--- config.mk ---
export PLATFORM = sky130hd
export DESIGN_NAME = parity_pkt_sched_flat
export DESIGN_NICKNAME = d
export VERILOG_FILES = /design/src/rtl/parity_pkt_sched_if.sv /design/src/rtl/parity_pkt_sched.sv /design/src/flat_wrapper.sv
export SDC_FILE = /design/constraint.sdc
export NUM_CORES = 1
export LEC_CHECK = 0
export ABC_AREA = 0
export CORE_AREA = 2 2 113 115
export CTS_CLUSTER_DIAMETER = 80
export DETAILED_ROUTE_END_ITERATION = 8
export DIE_AREA = 0 0 115 117
export PLACE_DENSITY = 0.88
export SKIP_CTS_REPAIR_TIMING = 1
export SLEW_MARGIN = 20
export SYNTH_ARGS = -nofsm -noshare
export SYNTH_HDL_FRONTEND = slang
export SYNTH_SLANG_ARGS = --single-unit
--- constraint.sdc ---
create_clock -name clk -period 4.5 [get_ports clk]
set_input_delay 0.675 -clock clk [delete_from_list [all_inputs] [get_ports clk]]
set_output_delay 0.675 -clock clk [all_outputs]
set_load 0.01 [all_outputs]
--- src/rtl/parity_pkt_sched_if.sv ---
// Request/result bundle for the shared parity engine scheduler.
// Handshakes: a transfer happens on a rising clk edge where valid & ready are
// both 1. A source holds valid (and its payload) stable until that edge; ready
// may rise or fall freely and never depends combinationally on valid.
interface parity_pkt_sched_if #(
  parameter int NREQ = 4,
  parameter int DW   = 64,
  parameter int IDW  = 2
);
  logic [NREQ-1:0]    req_valid;
  logic [NREQ*DW-1:0] req_data;
  logic [NREQ-1:0]    req_last;
  logic [NREQ-1:0]    req_ready;
  logic               res_valid;
  logic               res_ready;
  logic [IDW-1:0]     res_id;
  logic               res_parity;
  logic [15:0]        res_words;
  logic               res_timeout;
  logic               busy;

  // Scheduler side.
  modport slave (
    input  req_valid, req_data, req_last, res_ready,
    output req_ready, res_valid, res_id, res_parity, res_words, res_timeout, busy
  );

  // Requester/consumer side.
  modport master (
    output req_valid, req_data, req_last, res_ready,
    input  req_ready, res_valid, res_id, res_parity, res_words, res_timeout, busy
  );
endinterface

--- src/rtl/parity_pkt_sched.sv ---
// Packet-granular round-robin scheduler in front of one XOR-reduction parity
// engine. A winner keeps the grant until its last beat; the packet parity,
// beat count and owner id are then held on the result port until consumed.
// Optional stall timeout: define PARITY_TIMEOUT_EN to end a granted packet
// after TO_CYC consecutive cycles without a beat.
module parity_pkt_sched #(
  parameter int NREQ   = 4,
  parameter int DW     = 64,
  parameter int IDW    = 2,
  parameter int TO_CYC = 255
) (
  input  logic                clk,
  input  logic                rst_n,
  parity_pkt_sched_if.slave   bus,
  output logic [1:0]          o_dbg_state
);
  typedef enum logic [1:0] {
    S_IDLE   = 2'd0,
    S_BUSY   = 2'd1,
    S_RESULT = 2'd2
  } state_t;

  state_t         r_state, w_state_nxt;
  logic [IDW-1:0] r_grant, r_rr_ptr, w_pick;
  logic [IDW:0]   w_idx;
  logic           r_acc;
  logic [15:0]    r_cnt, w_cnt_inc;
  logic           r_res_parity;
  logic [15:0]    r_res_words;
  logic [IDW-1:0] r_res_id;
  logic           w_load, w_accept, w_finish, w_consume;
  logic           w_g_valid, w_g_last, w_beat_par;
  logic [DW-1:0]  w_g_data;
`ifdef PARITY_TIMEOUT_EN
  logic [15:0]    r_stall;
  logic           r_res_timeout;
  logic           w_timeout;
`else
  logic           w_unused_to;
`endif

  // Round-robin pick: first valid requester at or above rr_ptr, wrapping.
  // Walk offsets high to low so the smallest offset is the one that sticks.
  always_comb begin
    w_pick = r_rr_ptr;
    w_idx  = '0;
    for (int k = NREQ - 1; k >= 0; k--) begin
      w_idx = {1'b0, r_rr_ptr} + (IDW+1)'(k);
      if (w_idx >= (IDW+1)'(NREQ)) w_idx = w_idx - (IDW+1)'(NREQ);
      if (bus.req_valid[w_idx[IDW-1:0]]) w_pick = w_idx[IDW-1:0];
    end
  end

  // Select the granted requester's beat signals.
  always_comb begin
    w_g_valid = 1'b0;
    w_g_last  = 1'b0;
    w_g_data  = '0;
    for (int i = 0; i < NREQ; i++) begin
      if (r_grant == IDW'(i)) begin
        w_g_valid = bus.req_valid[i];
        w_g_last  = bus.req_last[i];
        w_g_data  = bus.req_data[i*DW +: DW];
      end
    end
  end

  assign w_beat_par = ^w_g_data;
  assign w_cnt_inc  = (r_cnt == 16'hFFFF) ? r_cnt : r_cnt + 16'd1;

  // Next-state and per-cycle control strobes.
  always_comb begin
    w_state_nxt = r_state;
    w_load      = 1'b0;
    w_accept    = 1'b0;
    w_finish    = 1'b0;
    w_consume   = 1'b0;
`ifdef PARITY_TIMEOUT_EN
    w_timeout   = 1'b0;
`endif
    case (r_state)
      S_IDLE: begin
        if (|bus.req_valid) begin
          w_load      = 1'b1;
          w_state_nxt = S_BUSY;
        end
      end
      S_BUSY: begin
        w_accept = w_g_valid;
        if (w_g_valid && w_g_last) begin
          w_finish    = 1'b1;
          w_state_nxt = S_RESULT;
        end
`ifdef PARITY_TIMEOUT_EN
        else if (!w_g_valid && (r_stall == 16'(TO_CYC - 1))) begin
          w_timeout   = 1'b1;
          w_state_nxt = S_RESULT;
        end
`endif
      end
      S_RESULT: begin
        if (bus.res_ready) begin
          w_consume   = 1'b1;
          w_state_nxt = S_IDLE;
        end
      end
      default: w_state_nxt = S_IDLE;
    endcase
  end

  // State, grant, accumulator and result registers.
  always_ff @(posedge clk or negedge rst_n) begin
    if (!rst_n) begin
      r_state      <= S_IDLE;
      r_grant      <= '0;
      r_rr_ptr     <= '0;
      r_acc        <= 1'b0;
      r_cnt        <= '0;
      r_res_parity <= 1'b0;
      r_res_words  <= '0;
      r_res_id     <= '0;
`ifdef PARITY_TIMEOUT_EN
      r_res_timeout <= 1'b0;
`endif
    end else begin
      r_state <= w_state_nxt;
      if (w_load) begin
        r_grant <= w_pick;
        r_acc   <= 1'b0;
        r_cnt   <= '0;
      end
      if (w_accept) begin
        r_acc <= r_acc ^ w_beat_par;
        r_cnt <= w_cnt_inc;
      end
      if (w_finish) begin
        r_res_parity <= r_acc ^ w_beat_par;
        r_res_words  <= w_cnt_inc;
        r_res_id     <= r_grant;
`ifdef PARITY_TIMEOUT_EN
        r_res_timeout <= 1'b0;
`endif
      end
`ifdef PARITY_TIMEOUT_EN
      if (w_timeout) begin
        r_res_parity  <= r_acc;
        r_res_words   <= r_cnt;
        r_res_id      <= r_grant;
        r_res_timeout <= 1'b1;
      end
`endif
      if (w_consume) begin
        r_rr_ptr <= (r_grant == IDW'(NREQ - 1)) ? '0 : r_grant + 1'b1;
      end
    end
  end

`ifdef PARITY_TIMEOUT_EN
  // Consecutive no-beat cycles of the granted requester; zero outside BUSY.
  always_ff @(posedge clk or negedge rst_n) begin
    if (!rst_n) begin
      r_stall <= '0;
    end else if ((r_state == S_BUSY) && !w_g_valid) begin
      r_stall <= r_stall + 16'd1;
    end else begin
      r_stall <= '0;
    end
  end

  assign bus.res_timeout = r_res_timeout;
`else
  assign w_unused_to     = (TO_CYC == 0);
  assign bus.res_timeout = 1'b0;
`endif

  // Only the granted requester sees ready, and only while BUSY.
  always_comb begin
    bus.req_ready = '0;
    for (int i = 0; i < NREQ; i++) begin
      bus.req_ready[i] = (r_state == S_BUSY) && (r_grant == IDW'(i));
    end
  end

  assign bus.res_valid  = (r_state == S_RESULT);
  assign bus.res_id     = r_res_id;
  assign bus.res_parity = r_res_parity;
  assign bus.res_words  = r_res_words;
  assign bus.busy       = (r_state != S_IDLE);
  assign o_dbg_state    = r_state;
endmodule

--- src/flat_wrapper.sv ---
// flat-port wrapper written by rule: the top's interface ports become plain ports
module parity_pkt_sched_flat 
#(
  parameter int NREQ   = 4,
  parameter int DW     = 64,
  parameter int IDW    = 2,
  parameter int TO_CYC = 255
)
  (clk, rst_n, o_dbg_state, bus_req_valid, bus_req_data, bus_req_last, bus_res_ready, bus_req_ready, bus_res_valid, bus_res_id, bus_res_parity, bus_res_words, bus_res_timeout, bus_busy);
  parity_pkt_sched_if #(.NREQ(NREQ), .DW(DW), .IDW(IDW)) bus_i ();
  input  logic clk;
  input  logic rst_n;
  output logic [1:0] o_dbg_state;
  input wire logic [$bits(bus_i.req_valid)-1:0] bus_req_valid;
  input wire logic [$bits(bus_i.req_data)-1:0] bus_req_data;
  input wire logic [$bits(bus_i.req_last)-1:0] bus_req_last;
  input wire logic [$bits(bus_i.res_ready)-1:0] bus_res_ready;
  output wire logic [$bits(bus_i.req_ready)-1:0] bus_req_ready;
  output wire logic [$bits(bus_i.res_valid)-1:0] bus_res_valid;
  output wire logic [$bits(bus_i.res_id)-1:0] bus_res_id;
  output wire logic [$bits(bus_i.res_parity)-1:0] bus_res_parity;
  output wire logic [$bits(bus_i.res_words)-1:0] bus_res_words;
  output wire logic [$bits(bus_i.res_timeout)-1:0] bus_res_timeout;
  output wire logic [$bits(bus_i.busy)-1:0] bus_busy;
  assign bus_i.req_valid = bus_req_valid;
  assign bus_i.req_data = bus_req_data;
  assign bus_i.req_last = bus_req_last;
  assign bus_i.res_ready = bus_res_ready;
  assign bus_req_ready = bus_i.req_ready;
  assign bus_res_valid = bus_i.res_valid;
  assign bus_res_id = bus_i.res_id;
  assign bus_res_parity = bus_i.res_parity;
  assign bus_res_words = bus_i.res_words;
  assign bus_res_timeout = bus_i.res_timeout;
  assign bus_busy = bus_i.busy;
  parity_pkt_sched #(.NREQ(NREQ), .DW(DW), .IDW(IDW), .TO_CYC(TO_CYC)) u_core (.clk(clk), .rst_n(rst_n), .bus(bus_i), .o_dbg_state(o_dbg_state));
endmodule
==> run metrics, run 1 <==
status=completed; clk_lat worst skew=0.28 ns; Initial DRC Count=267; core area=12310 um2; Reg clk slew, reported paths=0.06 ns; Sink Count=42; grt total ovfl=0; final net count=1084; Port Buf Inserts=293; I/O pin total=295; Fin Setup TNS=0 ns; share of post-route cells with drive strength above 1=2.583%; Layout area overhead=70.69%; Clock Skew=0.007541 ns; Cell Rows=41; vias in the first global route=4648; max-cap violations=0; multi-input logic area=3337 um2; Min-Delay Path Class=flop to flop; Routed Antenna Nets=0; maximum clock frequency=294.4 MHz; fraction of registers with async set/reset=100.0%; Synthesis Warnings=0; Yosys cell types=47; Num CTS Buffers=5; CP startpoint kind=flop; sequential area share after synthesis=23.27%; DR pass1 iterations=5; CP Class=flop to flop; Post-Synthesis Cells=531; Post-synth EDFFs=0; chip width=115 um; Synth Cell Area=4517 um2; net count after synthesis=803; Worst-Margin Slew=0.9340 ns; largest net degree at the start of global routing=43; residual DRC count=0; # fillers=1040; RSZ-0062 raised after global routing=no; worst path required time=4.63 ns; die area=13460 um2; Period minus WS final=3.397 ns; Routed WL=15660 um; Worst setup EP type=flop; Tcrit/Tclk final=75.49%; vias per cell=4.945; Final Max Slew Viols=0; Worst Path Arrival=3.53 ns; Post-DP HPWL=13560 um; worst relative slew slack=37.73%; #FFs+latches synth=42; PwrDens=393.5 nW/um2; first-pass GRT wire length=23470 um; Placed Area=7567 um2; clock tree from TritonCTS=built; post-route design area=7710 um2; CP max FO=24; synthesized area per cell=8.506 um2; maximum vdd drop=0.0005302 V; Diodes inserted=0; Leak=2.930 nW; register area=1051 um2; ys flop type=dfrtp_1; Initial Utilization=36.69%; overall routing resource usage=22.43%; Clock Tree Buf Depth=2; Final setup viols=0; initial antenna violation count=0; endpoints failing hold=0; drt wl/cell=16.26 um; gp weighted congestion=0.8429; Die H=117 um; root buf cell=clkbuf_16; H-Tree Depth=2; via count=4762
[critical path, cell delays in order (launching register included)]
cell and delay, ns:
dfrtp_1 0.42, inv_1 0.13, ha_1 0.20, nor2b_4 0.52
a22oi_1 0.22, a221oi_2 0.26, xnor3_1 0.41, xnor3_1 0.39
xor2_1 0.16, xnor3_1 0.24, xnor3_1 0.24, o21ai_1 0.06
[cell usage in the layout (no fill, tap or decap), types with 6 or more instances in the layout]
master and n:
a21oi_1 27, a22oi_1 21, and2_1 7, buf_4 6
clkdlybuf4s50_1 292, dfrtp_1 42, nand2_1 47, nand3_1 13
nor2_1 19, o21ai_0 38, o21ai_1 9, o2bb2ai_1 6
o31ai_1 6, xnor2_1 122, xor2_1 81
[Yosys cell counts, types with 2 or more instances]
library cell / count / area share (%)
and3_1: 2 / 0.28
inv_1: 5 / 0.42
buf_2: 4 / 0.44
a21oi_1: 27 / 3.0
dfrtp_1: 42 / 23
clkbuf_1: 18 / 1.5
a311oi_1: 5 / 0.97
nand3_1: 13 / 1.4
a31oi_1: 4 / 0.55
o21ai_1: 9 / 1.0
nor3_1: 3 / 0.33
o31ai_1: 6 / 1.0
and2_1: 7 / 0.97
xnor2_1: 122 / 24
nand4_1: 2 / 0.28
nand2b_1: 5 / 0.69
and4_1: 3 / 0.58
ha_1: 5 / 1.4
a22oi_1: 21 / 3.5
a221oi_1: 2 / 0.39
nor2b_1: 3 / 0.42
o21ai_0: 38 / 4.2
a21o_1: 3 / 0.50
mux2_2: 2 / 0.50
xnor3_1: 4 / 2.0
mux2i_1: 3 / 0.66
xor2_1: 81 / 16
nand2_1: 47 / 3.9
o2bb2ai_1: 6 / 1.2
a211oi_1: 4 / 0.66
nor2_1: 19 / 1.6
[through the flow]
step / total power [mW] / hold WS [ns] / setup slack, ns / std cells / util (%)
2_1_floorplan: 2.013 / 0.3794 / 1.752 / 531 / -
3_3_place_gp: 2.645 / 0.4627 / 1.157 / 955 / 61.46
3_5_place_dp: 2.688 / 0.4692 / 1.116 / 955 / 61.46
4_1_cts: 3.059 / 0.4828 / 1.099 / 963 / 62.62
5_1_grt: 3.296 / 0.4995 / 0.7893 / 963 / 62.62
6_report: 3.034 / 0.4774 / 1.103 / 963 / 62.62
[final timing paths]
check	startpoint	end	slack [ns]	cells past startpoint
max	u_core.r_grant[0]	u_core.r_acc	1.10	11
min	u_core.bus.res_words[3]	u_core.bus.res_words[3]	0.48	2
max reg2reg	u_core.r_grant[0]	u_core.r_acc	1.10	11
min reg2reg	u_core.bus.res_words[3]	u_core.bus.res_words[3]	0.48	2
max in group asynchronous	rst_n	u_core.r_cnt[3]	3.38	1
min in group asynchronous	rst_n	u_core.bus.res_words[15]	0.53	1
[layer usage]
metal | wire (um) | global-route usage [%] | up-vias
li1 | - | - | 2373
met2 | 7910 | 42.16 | 210
met4 | 290 | 5.703 | 0
met1 | 6173 | 26.16 | 2157
met5 | 0 | 0 | -
met3 | 1285 | 4.325 | 22
[kinds of logic (layout without fill, tap and decap cells)]
kind of cell	count (synthesis)	in the layout	synth area share [%]
AO/OA/AOI/OAI	131	131	18.12
other	1	1	0.08302
adder cells (fa/ha/maj)	5	5	1.385
XOR/XNOR	207	207	41.36
multiplexers	5	5	1.163
buffers and inverters	30	312	2.853
AND/OR/NAND/NOR	110	110	11.77
flip-flops	42	42	23.27
[sequential cells by signal (all words and copies together), names as in the netlist]
| name | cells |
|---|---|
| u_core.r_cnt | 16 |
| u_core.o_dbg_state | 2 |
| u_core.r_acc | 1 |
| u_core.bus.res_parity | 1 |
| u_core.bus.res_words | 16 |
| u_core.r_rr_ptr | 2 |
| u_core.bus.res_id | 2 |
| u_core.r_grant | 2 |
[power breakdown]
| part | switching (mW) | internal, mW | total [mW] |
|---|---|---|---|
| registers | 0.0524 | 0.440 | 0.492 |
| logic | 1.01 | 1.19 | 2.20 |
| clock network | 0.136 | 0.205 | 0.341 |
[layout make-up]
cell class	instances	share of cell area, %
clock buffers	6	1.672
well taps	150	2.434
repair buffers	299	38.56
clock inverters	2	0.1785
multi-input cells	459	43.28
inverters	5	0.2434
flip-flops and latches	42	13.63
Note: power is estimated with default switching activity, not from simulation.
==> inputs of run 2 (changes only) <==
Settings changed: CORE_AREA 2 2 113 115 to default, CORE_UTILIZATION from default to 34, DIE_AREA 0 0 115 117 to default, PLACE_DENSITY 0.88 to 0.85.
Clock period 4.5 ns to 3 ns, I/O delays scaled along.
==> run metrics, run 2 (same netlist as run 1, synthesis figures left out) <==
initial antenna violation count=1 (+1); Period minus WS final=2.828 ns (-0.5690 ns); gp weighted congestion=0.8636 (+2.5%); clk_lat worst skew=0.28 ns (about the same); Die H=117.3 um (+0.22%); Routed Antenna Nets=0 (unchanged); chip width=117.3 um (+2.0%); largest net degree at the start of global routing=43 (unchanged); Clock Tree Buf Depth=2 (unchanged); Reg clk slew, reported paths=0.06 ns (about the same); Worst-Margin Slew=0.9364 ns (+0.002378 ns); drt wl/cell=15.83 um (-2.7%); Port Buf Inserts=293 (unchanged); final core occ=62.89% (+0.26 points); root buf cell=clkbuf_16; CP max FO=7 (-71%); maximum clock frequency=353.6 MHz (+20%); final net count=1104 (+1.8%); overall routing resource usage=22.42% (about the same); PwrDens=623.3 nW/um2 (+58%); Worst Path Arrival=2.99 ns (-0.54 ns); commonest non-fill, non-tap cell in the layout=clkdlybuf4s50_1; vias per cell=4.903 (-0.86%); Fin Setup TNS=0 ns (unchanged); maximum vdd drop=0.0005683 V (+7.2%); first-pass GRT wire length=23440 um (-0.12%); Sink Count=42 (unchanged); Final setup viols=0 (unchanged); wl on met1=6281 um (+1.7%); Final Max Slew Viols=0 (unchanged); Post-DP HPWL=13310 um (-1.8%); Initial Utilization=35.36% (-1.3 points); DR pass1 iterations=4 (-1); Tcrit/Tclk final=94.27% (+19 points); Min-Delay Path Class=input port to asynchronous set/reset pin; share of post-route cells with drive strength above 1=6.122% (+3.5 points); Layout area overhead=77.84%; Clock Skew=0.007028 ns (-0.0005127 ns); H-Tree Depth=2 (unchanged); vias in the first global route=4845 (+4.2%); via count=4937 (+3.7%); Leak=3.054 nW (+4.3%); Hold WS=0.3096 ns (-0.1678 ns); clock tree from TritonCTS=built; core area=12770 um2 (+3.8%); Routed WL=15940 um (+1.8%); max-cap violations=0 (unchanged); Initial DRC Count=308 (+15%); worst path required time=3.17 ns (-1.46 ns); CP startpoint kind=flop; residual DRC count=0 (unchanged); Num CTS Buffers=5 (unchanged); met3 WL post-DR=1391 um (+8.2%); endpoints failing hold=0 (unchanged); worst relative slew slack=37.57% (-0.16 points); PnR Total Power=5.007 mW (+65%); commonest non-fill, non-tap cells in the layout=clkdlybuf4s50_1 (292), xnor2_1 (122), xor2_1 (81); Cell Rows=41 (unchanged); die area=13750 um2 (+2.2%); status=completed; I/O pin total=295 (unchanged); CP Class=flop to flop; highest metal layer with signal wires=met4; grt total ovfl=0 (unchanged); met2 routed WL=7940 um (+0.38%); Worst setup EP type=flop
run 2: final cells by class:
cell class | instances | area (um2)
tap | 172 | 215.2
inverter | 5 | 21.27
clock buffer | 7 | 142.6
timing repair buffer | 319 | 3189
multi-input combinational | 459 | 3401
antenna | 2 | 5.005
clock inverter | 1 | 5.005
fill | 1028 | 4741
sequential | 42 | 1054
run 2: critical path, stage by stage (launching register included):
cell	delay, ns
dfrtp_2	0.45
inv_2	0.13
ha_4	0.15
nor2b_4	0.19
buf_12	0.14
buf_12	0.12
a22oi_1	0.08
a21oi_1	0.17
xnor2_1	0.14
xnor3_1	0.43
xor2_1	0.18
xnor3_1	0.24
xnor3_1	0.24
o21ai_1	0.06
run 2: final timing paths:
path / from / endpoint / slack [ns] / cells after the start
hold / removal: rst_n / u_core.bus.res_words[15] / 0.31 / 1
hold reg to reg: u_core.bus.res_words[0] / u_core.bus.res_words[0] / 0.48 / 2
max in group asynchronous: rst_n / u_core.r_grant[0] / 2.06 / 1
min in group clk: u_core.bus.res_words[0] / u_core.bus.res_words[0] / 0.48 / 2
setup / recovery: u_core.r_grant[1] / u_core.r_acc / 0.17 / 13
setup reg to reg: u_core.r_grant[1] / u_core.r_acc / 0.17 / 13
run 2: where the power goes:
part	switching [mW]	leakage, nW	total (mW)	internal, mW
combinational	1.63	2.41	3.71	2.08
clock	0.211	0.0739	0.541	0.330
sequential	0.0903	0.567	0.752	0.662
total	1.93	3.05	5.01	3.08
run 2: metrics by stage:
| step | instance area (um2) | cells | setup slack (ns) |
|---|---|---|---|
| after floorplan | 4517 | 531 | 0.2518 |
| after global placement | 7705 | 990 | -0.09223 |
| after detailed placement | 7705 | 990 | -0.1317 |
| after CTS | 7853 | 998 | -0.003411 |
| after global routing | 8028 | 1005 | -0.009255 |
| final | 8033 | 1007 | 0.1718 |
run 2: routing by layer:
metal	vias up	global-route usage (%)
li1	2414	-
met1	2252	25.40
met2	247	42.16
met3	24	4.686
met4	0	6.160
met5	-	0
==> inputs of run 3 (changes only) <==
Settings changed: CORE_MARGIN from default to 2, GPL_ROUTABILITY_DRIVEN from default to 0.
==> run metrics, run 3 (same netlist as run 1, synthesis figures left out) <==
status=completed; multi-input logic area=3354 um2 (-1.4%); Leak=3.037 nW (-0.56%); Initial DRC Count=276 (-10%); root buf cell=clkbuf_16; Worst-Margin Slew=0.9328 ns (-0.003622 ns); Worst R2R End=u_core.r_acc; Worst setup EP type=flop; Worst Path Arrival=2.98 ns (about the same); commonest non-fill, non-tap cells in the layout=clkdlybuf4s50_1 (292), xnor2_1 (122), xor2_1 (81); Reg clk slew, reported paths=0.06 ns (about the same); clk_lat worst skew=0.28 ns (about the same); # fillers=1101 (+7.1%); register area=1052 um2 (-0.12%); PnR Total Power=4.967 mW (-0.80%); vias in the first global route=4969 (+2.6%); CP Class=flop to flop; Clock Skew=0.005798 ns (-0.001230 ns); worst relative slew slack=37.82% (+0.24 points); Routed WL=15910 um (-0.16%); non-filler instance count after layout=1008 (+0.099%); Tcrit/Tclk final=93.69% (-0.58 points); drt wl/cell=15.79 um (-0.26%); Port Buf Inserts=293 (unchanged); FF-to-FF Start=u_core.r_grant[0]; Post-DP HPWL=13450 um (+1.1%); overall routing resource usage=21.65% (-0.77 points); maximum clock frequency=355.8 MHz (+0.62%); maximum vdd drop=0.0005248 V (-7.7%); core area=13090 um2 (+2.4%); Clock Tree Buf Depth=2 (unchanged); Initial Utilization=34.52% (-0.84 points); Crit. Startpoint=u_core.r_grant[0]; CP max FO=6 (-1); Final Max Slew Viols=0 (unchanged); grt total ovfl=0 (unchanged); vias per cell=4.845 (-1.2%); share of post-route cells with drive strength above 1=5.776% (-0.35 points); Worst R2R Path Depth=12 (-1); residual DRC count=0 (unchanged); endpoints failing hold=0 (unchanged); chip width=119.3 um (+1.7%); Routed Antenna Nets=0 (unchanged); Period minus WS final=2.811 ns (-0.01741 ns); via count=4884 (-1.1%); H-Tree Depth=2 (unchanged); initial antenna violation count=2 (+1); Num CTS Buffers=5 (unchanged); Min-Delay Path Class=input port to asynchronous set/reset pin; Sink Count=42 (unchanged); worst path required time=3.17 ns (about the same); FF-to-FF setup slack=0.19 ns (+0.02 ns); Critical Path End=u_core.r_acc; final net count=1102 (-0.18%); Final setup viols=0 (unchanged); Layout area overhead=76.29%; commonest non-fill, non-tap cell in the layout=clkdlybuf4s50_1; first-pass GRT wire length=24530 um (+4.7%); Placed Cells=991 (+0.10%); largest net degree at the start of global routing=43 (unchanged); DR pass1 iterations=4 (unchanged); PwrDens=623.8 nW/um2 (about the same); Die H=119.3 um (+1.7%); die area=14220 um2 (+3.4%); Cell Rows=42 (+2.4%); clock tree from TritonCTS=built; I/O pin total=295 (unchanged); max-cap violations=0 (unchanged); CP startpoint kind=flop
## run 3: routing by layer
layer	GRT usage, %	wire, um
met5	0	12
met2	39.30	7929
met4	4.836	289
met1	25.84	6481
met3	4.981	1200
## run 3: layout make-up
class | count | area share [%]
flip-flops and latches | 42 | 13.21
diodes | 1 | 0.03143
well taps | 176 | 2.766
multi-input cells | 459 | 42.13
clock buffers | 5 | 1.571
inverters | 5 | 0.2357
clock inverters | 3 | 0.5500
repair buffers | 317 | 39.50
## run 3: per-stage QoR
step            TNS [ns]  area (um2)  hold slack (ns)  util [%]  setup slack [ns]
2_1_floorplan          0        4517           0.1544         -            0.2518
3_3_place_gp    -0.06154        7675           0.4627     58.65          -0.03121
3_5_place_dp     -0.1401        7675           0.4692     58.65          -0.07263
4_1_cts         -0.04864        7844           0.3423     59.94          -0.02655
5_1_grt        -0.002732        7960           0.3867     60.83         -0.002732
6_report               0        7963           0.3067     60.85            0.1892
## run 3: where the power goes
part           switching [mW]  internal [mW]  total, mW
Sequential             0.0823          0.661      0.743
Clock                   0.223          0.394      0.617
Combinational            1.60           2.00       3.61
## run 3: worst max-delay path, stage by stage, from the launching register on
cell,delay [ns]
dfrtp_2,0.44
inv_2,0.09
ha_2,0.19
nor2b_4,0.25
buf_4,0.15
a22oi_1,0.05
a21oi_1,0.14
xnor3_1,0.43
xnor3_1,0.23
xor2_1,0.16
xnor3_1,0.24
xnor3_1,0.25
o21ai_1,0.06
## run 3: how the worst min path moves through the flow
stage	from	endpoint	slack (ns)
global route	rst_n	u_core.bus.res_words[15]	0.39
detailed placement	u_core.bus.res_words[15]	u_core.bus.res_words[15]	0.47
floorplan	rst_n	u_core.bus.res_id[0]	0.15
CTS	rst_n	u_core.bus.res_words[9]	0.34
global placement	u_core.bus.res_words[12]	u_core.bus.res_words[12]	0.46
finish	rst_n	u_core.bus.res_words[15]	0.31
==> edit 1 (config.mk and constraints of run 3) <==
Add a define of `PARITY_TIMEOUT_EN`.
--- a/src/rtl/parity_pkt_sched.sv
+++ b/src/rtl/parity_pkt_sched.sv
@@ -3,6 +3,8 @@
 // beat count and owner id are then held on the result port until consumed.
 // Optional stall timeout: define PARITY_TIMEOUT_EN to end a granted packet
 // after TO_CYC consecutive cycles without a beat.
+`define PARITY_TIMEOUT_EN
+
 module parity_pkt_sched #(
   parameter int NREQ   = 4,
   parameter int DW     = 64,
Check against the original RTL: no difference found for any inputs over 10 cycles, from zero or initial values and one cycle with rst_n low; that may be too few to reach the edited logic, so the function may still have changed.
==> edit 1 against run 3 <==
  * The flow now finishes with violations (negative setup slack)
  * Setup slack got worse by 200 ps
  * Area after synthesis increased by 20%
  * Routed wire length increased by 23%
  * Worst hold slack got worse by 46 ps
  * Sequential cell count increased by 17
  * Largest cell class unchanged
  * Critical endpoint is now u_core.bus.res_parity
  * Power increased by 20%
  * Cell area increased by 16%
  * Sequential share of layout area increased by 2.7 points
  * Highest routed layer is now met4
==> edit 1: results (changes against run 3) <==
Cells and area
  – Area of the multi-input gates: 3933 um^2 (+17%)
  – Share of layout cells above drive strength 1: 8.515% (+2.7 points)
  – Ant diodes: 0 (-1)

Synthesis
  – Syn_area_per_cell: 8.534 um^2 (+0.33%)
  – Yosys cell types: 52 (+11%)
  – Synth Area in XOR/XNOR: 30.61% (-11 points)
  – Sequential cell area fraction in the yosys report: 27.16% (+3.9 points)
  – Post-synthesis compound-gate area fraction: 22.03% (+3.9 points)

Global route
  – GRT Resource Usage Total: 22.59% (+0.94 points)
  – Met3 GRT Util: 3.705% (-1.3 points)
  – Global-route wire length before repair: 29,810 um (+22%)
  – Antenna violations before repair: 0 (-2)
  – M1 GR Usage: 28.63% (+2.8 points)
  – Vias in the first global route: 5,912 (+19%)

Power and ir drop
  – Worst vdd ir: 0.4221 mV (-20%)
  – Leakage power: 3.622 nW (+19%)

STA
  – Final setup margin: -13.89 ps (-203.1 ps)
  – Setup TNS: -13.89 ps (-13.89 ps)
  – Clock Skew: 8.337 ps (+2.538 ps)
  – Finish-stage setup viols: 1 (+1)

Drt
  – WL/cell: 16.66 um (+5.6%)
  – DR iter-0 viols: 339 (+23%)
  – Metal-1 WL: 8126 um (+25%)
  – Top layer in use: met4

Run status
  – Status: complete, but fails checks
  – Violated checks: negative setup slack

Place
  – HPWL after DPL: 16,220 um (+21%)

Clocking
  – Cts bufs inserted: 9 (+4)
  – Clk_lat worst skew: 330 ps (+50 ps)

Worst setup path
  – Arrival time of the worst setup path: 3250 ps (+270 ps)
  – CP delay by family, top: compound AO/OA/AOI/OAI gates
  – Reg2reg end: u_core.bus.res_parity
-- edit 1: cell families (layout without fill, tap and decap cells) --
logic type,after synthesis,in the layout
xor gates and xnor gates,190,190
AOI/OAI and AO/OA,172,172
and+or+nand+nor,169,169
DFF,59,59
buffers and inverters,36,362
adders and majority gates,7,7
muxes,4,4
-- edit 1: layout make-up --
type | count | area share [%]
clock inverters | 5 | 0.5665
well taps | 216 | 2.913
multi-input cells | 542 | 42.39
flip-flops and latches | 59 | 15.92
clock buffers | 11 | 2.617
repair buffers | 334 | 35.11
inverters | 12 | 0.4856
-- edit 1: power by group through the flow --
stage | logic [mW] | clock network (mW) | registers [mW]
after floorplan | 2.14 | 0 | 1.04
after detailed placement | 3.46 | 0 | 1.05
final | 3.89 | 1.01 | 1.04
after global placement | 3.40 | 0 | 1.05
after global routing | 4.21 | 1.07 | 1.05
after CTS | 3.48 | 1.03 | 1.04
==> edit 2 (settings of run 3) <==
Without the edit above. Register the output `o_dbg_state` once more, with the module's reset; this adds one clock of latency there. The other outputs are not delayed to match.
--- a/src/rtl/parity_pkt_sched.sv
+++ b/src/rtl/parity_pkt_sched.sv
@@ -186,6 +186,12 @@
   assign bus.res_parity = r_res_parity;
   assign bus.res_words  = r_res_words;
   assign bus.busy       = (r_state != S_IDLE);
-  assign o_dbg_state    = r_state;
+  always_ff @(posedge clk or negedge rst_n) begin
+    if (!rst_n) begin
+      o_dbg_state <= '0;
+    end else begin
+      o_dbg_state <= r_state;
+    end
+  end
 endmodule
 
Behaviour: not the same (Yosys sat finds a counterexample within 4 cycles, from zero or initial values and one cycle with rst_n low).
==> edit 2 against run 3 <==
  * Global-route usage increased by 1.0 points
  * Power is 5.2% higher
  * Critical endpoint is now u_core.bus.res_parity
  * Fmax is 1.2% lower
  * Setup slack got worse by 36 ps
  * Sequential power is 3.9% higher
  * Cell area barely moved
  * Non-clock buffer count fell by 5
  * Area after synthesis rose by 1.2%
  * Critical path type unchanged
  * Sequential cell count increased by 2
  * Routed wire length grew 5.3%
==> edit 2: results (changes against run 3) <==
Synthesis
  – Mux contribution to synthesized area: 0.9307% (-0.23 points)
  – Top cells by count, synth: xnor2_1 (99), xor2_1 (97), dfrtp_1 (44), nand2_1 (44), a21oi_1 (32)
  – Ys Warns: 0 (unchanged)
  – Yosys cell types: 48 (+2.1%)
  – Sequential cell area fraction in the yosys report: 24.09% (+0.82 points)
  – Synth Area in XOR/XNOR: 38.54% (-2.8 points)
  – Post-Synth Adder-Cell Area: 1.369% (-0.016 points)
  – Asr flop ratio synth: 100.0% (unchanged)
  – Syn Nets: 804 (+0.12%)
  – Post-synthesis compound-gate area fraction: 20.50% (+2.4 points)
  – Top area cells in the synthesized netlist: dfrtp_1 (24%), xnor2_1 (19%), xor2_1 (19%), nand2_1 (3.6%), a21oi_1 (3.5%)
  – Syn_area_per_cell: 8.591 um^2 (+1.0%)

Drt
  – Top layer in use: met4
  – WL/cell: 16.73 um (+6.0%)
  – WL met2: 8729 um (+10%)
  – DR iter-0 viols: 253 (-8.3%)
  – Drt first pass iters: 5 (+1)
  – Metal3 WL: 1290 um (+7.5%)
  – Post-Route WL: 16,760 um (+5.3%)
  – Metal-1 WL: 6403 um (-1.2%)
  – Detailed-route via count: 4,867 (-0.35%)

Global route
  – Met2 Usage GRT: 42.05% (+2.7 points)
  – M1 GR Usage: 25.95% (+0.11 points)
  – Largest net degree at the start of global routing: 45 (+4.7%)
  – Global-route wire length before repair: 25,720 um (+4.9%)
  – Met3 GRT Util: 5.561% (+0.58 points)
  – GRT Resource Usage Total: 22.65% (+1.0 points)
  – Antenna violations before repair: 0 (-2)
  – Vias in the first global route: 4,997 (+0.56%)

Cells and area
  – Share of layout cells above drive strength 1: 5.448% (-0.33 points)
  – NumNets Final: 1,097 (-0.45%)
  – Ant diodes: 0 (-1)

Clocking
  – Cts bufs inserted: 5 (unchanged)
  – CTS H-tree depth: 2 (unchanged)
  – Clock Path Buffers: 2 (unchanged)
  – Clk pin slew, worst setup/hold paths: 60 ps (about the same)
  – Root Buffer: clkbuf_16
  – Clk_lat worst skew: 280 ps (about the same)

Place
  – Placed instance area: 7725 um^2 (+0.65%)
  – Dpl ws: 66.31 ps (+138.9 ps)
  – HPWL after DPL: 13,940 um (+3.6%)
  – Inst Count DP: 990 (-0.10%)
  – PortBufs: 293 (unchanged)

Power and ir drop
  – Switching share of power: 39.75% (+1.3 points)
  – Pwr Total: 5.223 mW (+5.2%)
  – Worst vdd ir: 0.8455 mV (+61%)
  – Leakage power: 3.084 nW (+1.6%)
  – Power density over the cells: 656.4 nW/um^2 (+5.2%)

STA
  – Clock Skew: 3.367 ps (-2.431 ps)
  – Max Slew Vio Count: 0 (unchanged)
  – Max_slew headroom: 61.26% (+23 points)

Worst setup path
  – Arrival time of the worst setup path: 3050 ps (+70 ps)
  – Crit Path Max Fanout: 27 (+21)

Run status
  – Status: finished, final reports clean

Worst hold path
  – Hold WC Path Type: in -> async
edit 2: changes by cell type in the layout (fill, tap and decap cells not counted), moves of 5 or more:
cell	before	now
xnor2_1	122	98
xor2_1	81	97
o21ai_0	38	23
o21ai_1	9	18
a21oi_1	27	32
edit 2: power by group through the flow:
stage	sequential [mW]	combinational (mW)	clock, mW
after floorplan	0.785	2.61	0
after global placement	0.780	3.78	0
after detailed placement	0.781	3.78	0
after CTS	0.772	3.81	0.625
after global routing	0.786	4.11	0.647
final	0.772	3.84	0.612
edit 2: logic make-up after synthesis:
family / Yosys count
AO/OA/AOI/OAI: 144
other: 1
XOR/XNOR: 198
AND/OR/NAND/NOR: 102
adder cells (fa/ha/maj): 5
multiplexers: 4
flip-flops: 44
buffers and inverters: 34
edit 2: critical path, stage by stage, from the launching register on:
cell,delay [ps]
dfrtp_1,390
inv_2,70
ha_2,200
nor2b_2,170
buf_12,160
a22o_1,230
o32a_1,320
o21a_1,140
xnor2_2,150
xnor2_1,160
xnor3_1,260
xnor3_1,380
o21ai_1,150
edit 2: layout make-up:
cell class / count / area (um^2)
inverters: 8 / 30.03
flip-flops and latches: 44 / 1101
well taps: 176 / 220.2
clock inverters: 2 / 35.03
repair buffers: 312 / 3102
clock buffers: 6 / 128.9
fillers: 1130 / 5233
multi-input cells: 454 / 3341
edit 2: final timing paths:
path                       slack, ps                        to  depth (start not counted)               from
setup / recovery                 150     u_core.bus.res_parity                         12  u_core.r_grant[0]
hold / removal                   170  u_core.bus.res_words[14]                          1              rst_n
setup reg to reg                 150     u_core.bus.res_parity                         12  u_core.r_grant[0]
hold reg to reg                  410     u_core.o_dbg_state[0]                          0  u_core.r_state[0]
max in group asynchronous       2450     u_core.bus.res_parity                          1              rst_n
min in group clk                 410     u_core.o_dbg_state[0]                          0  u_core.r_state[0]
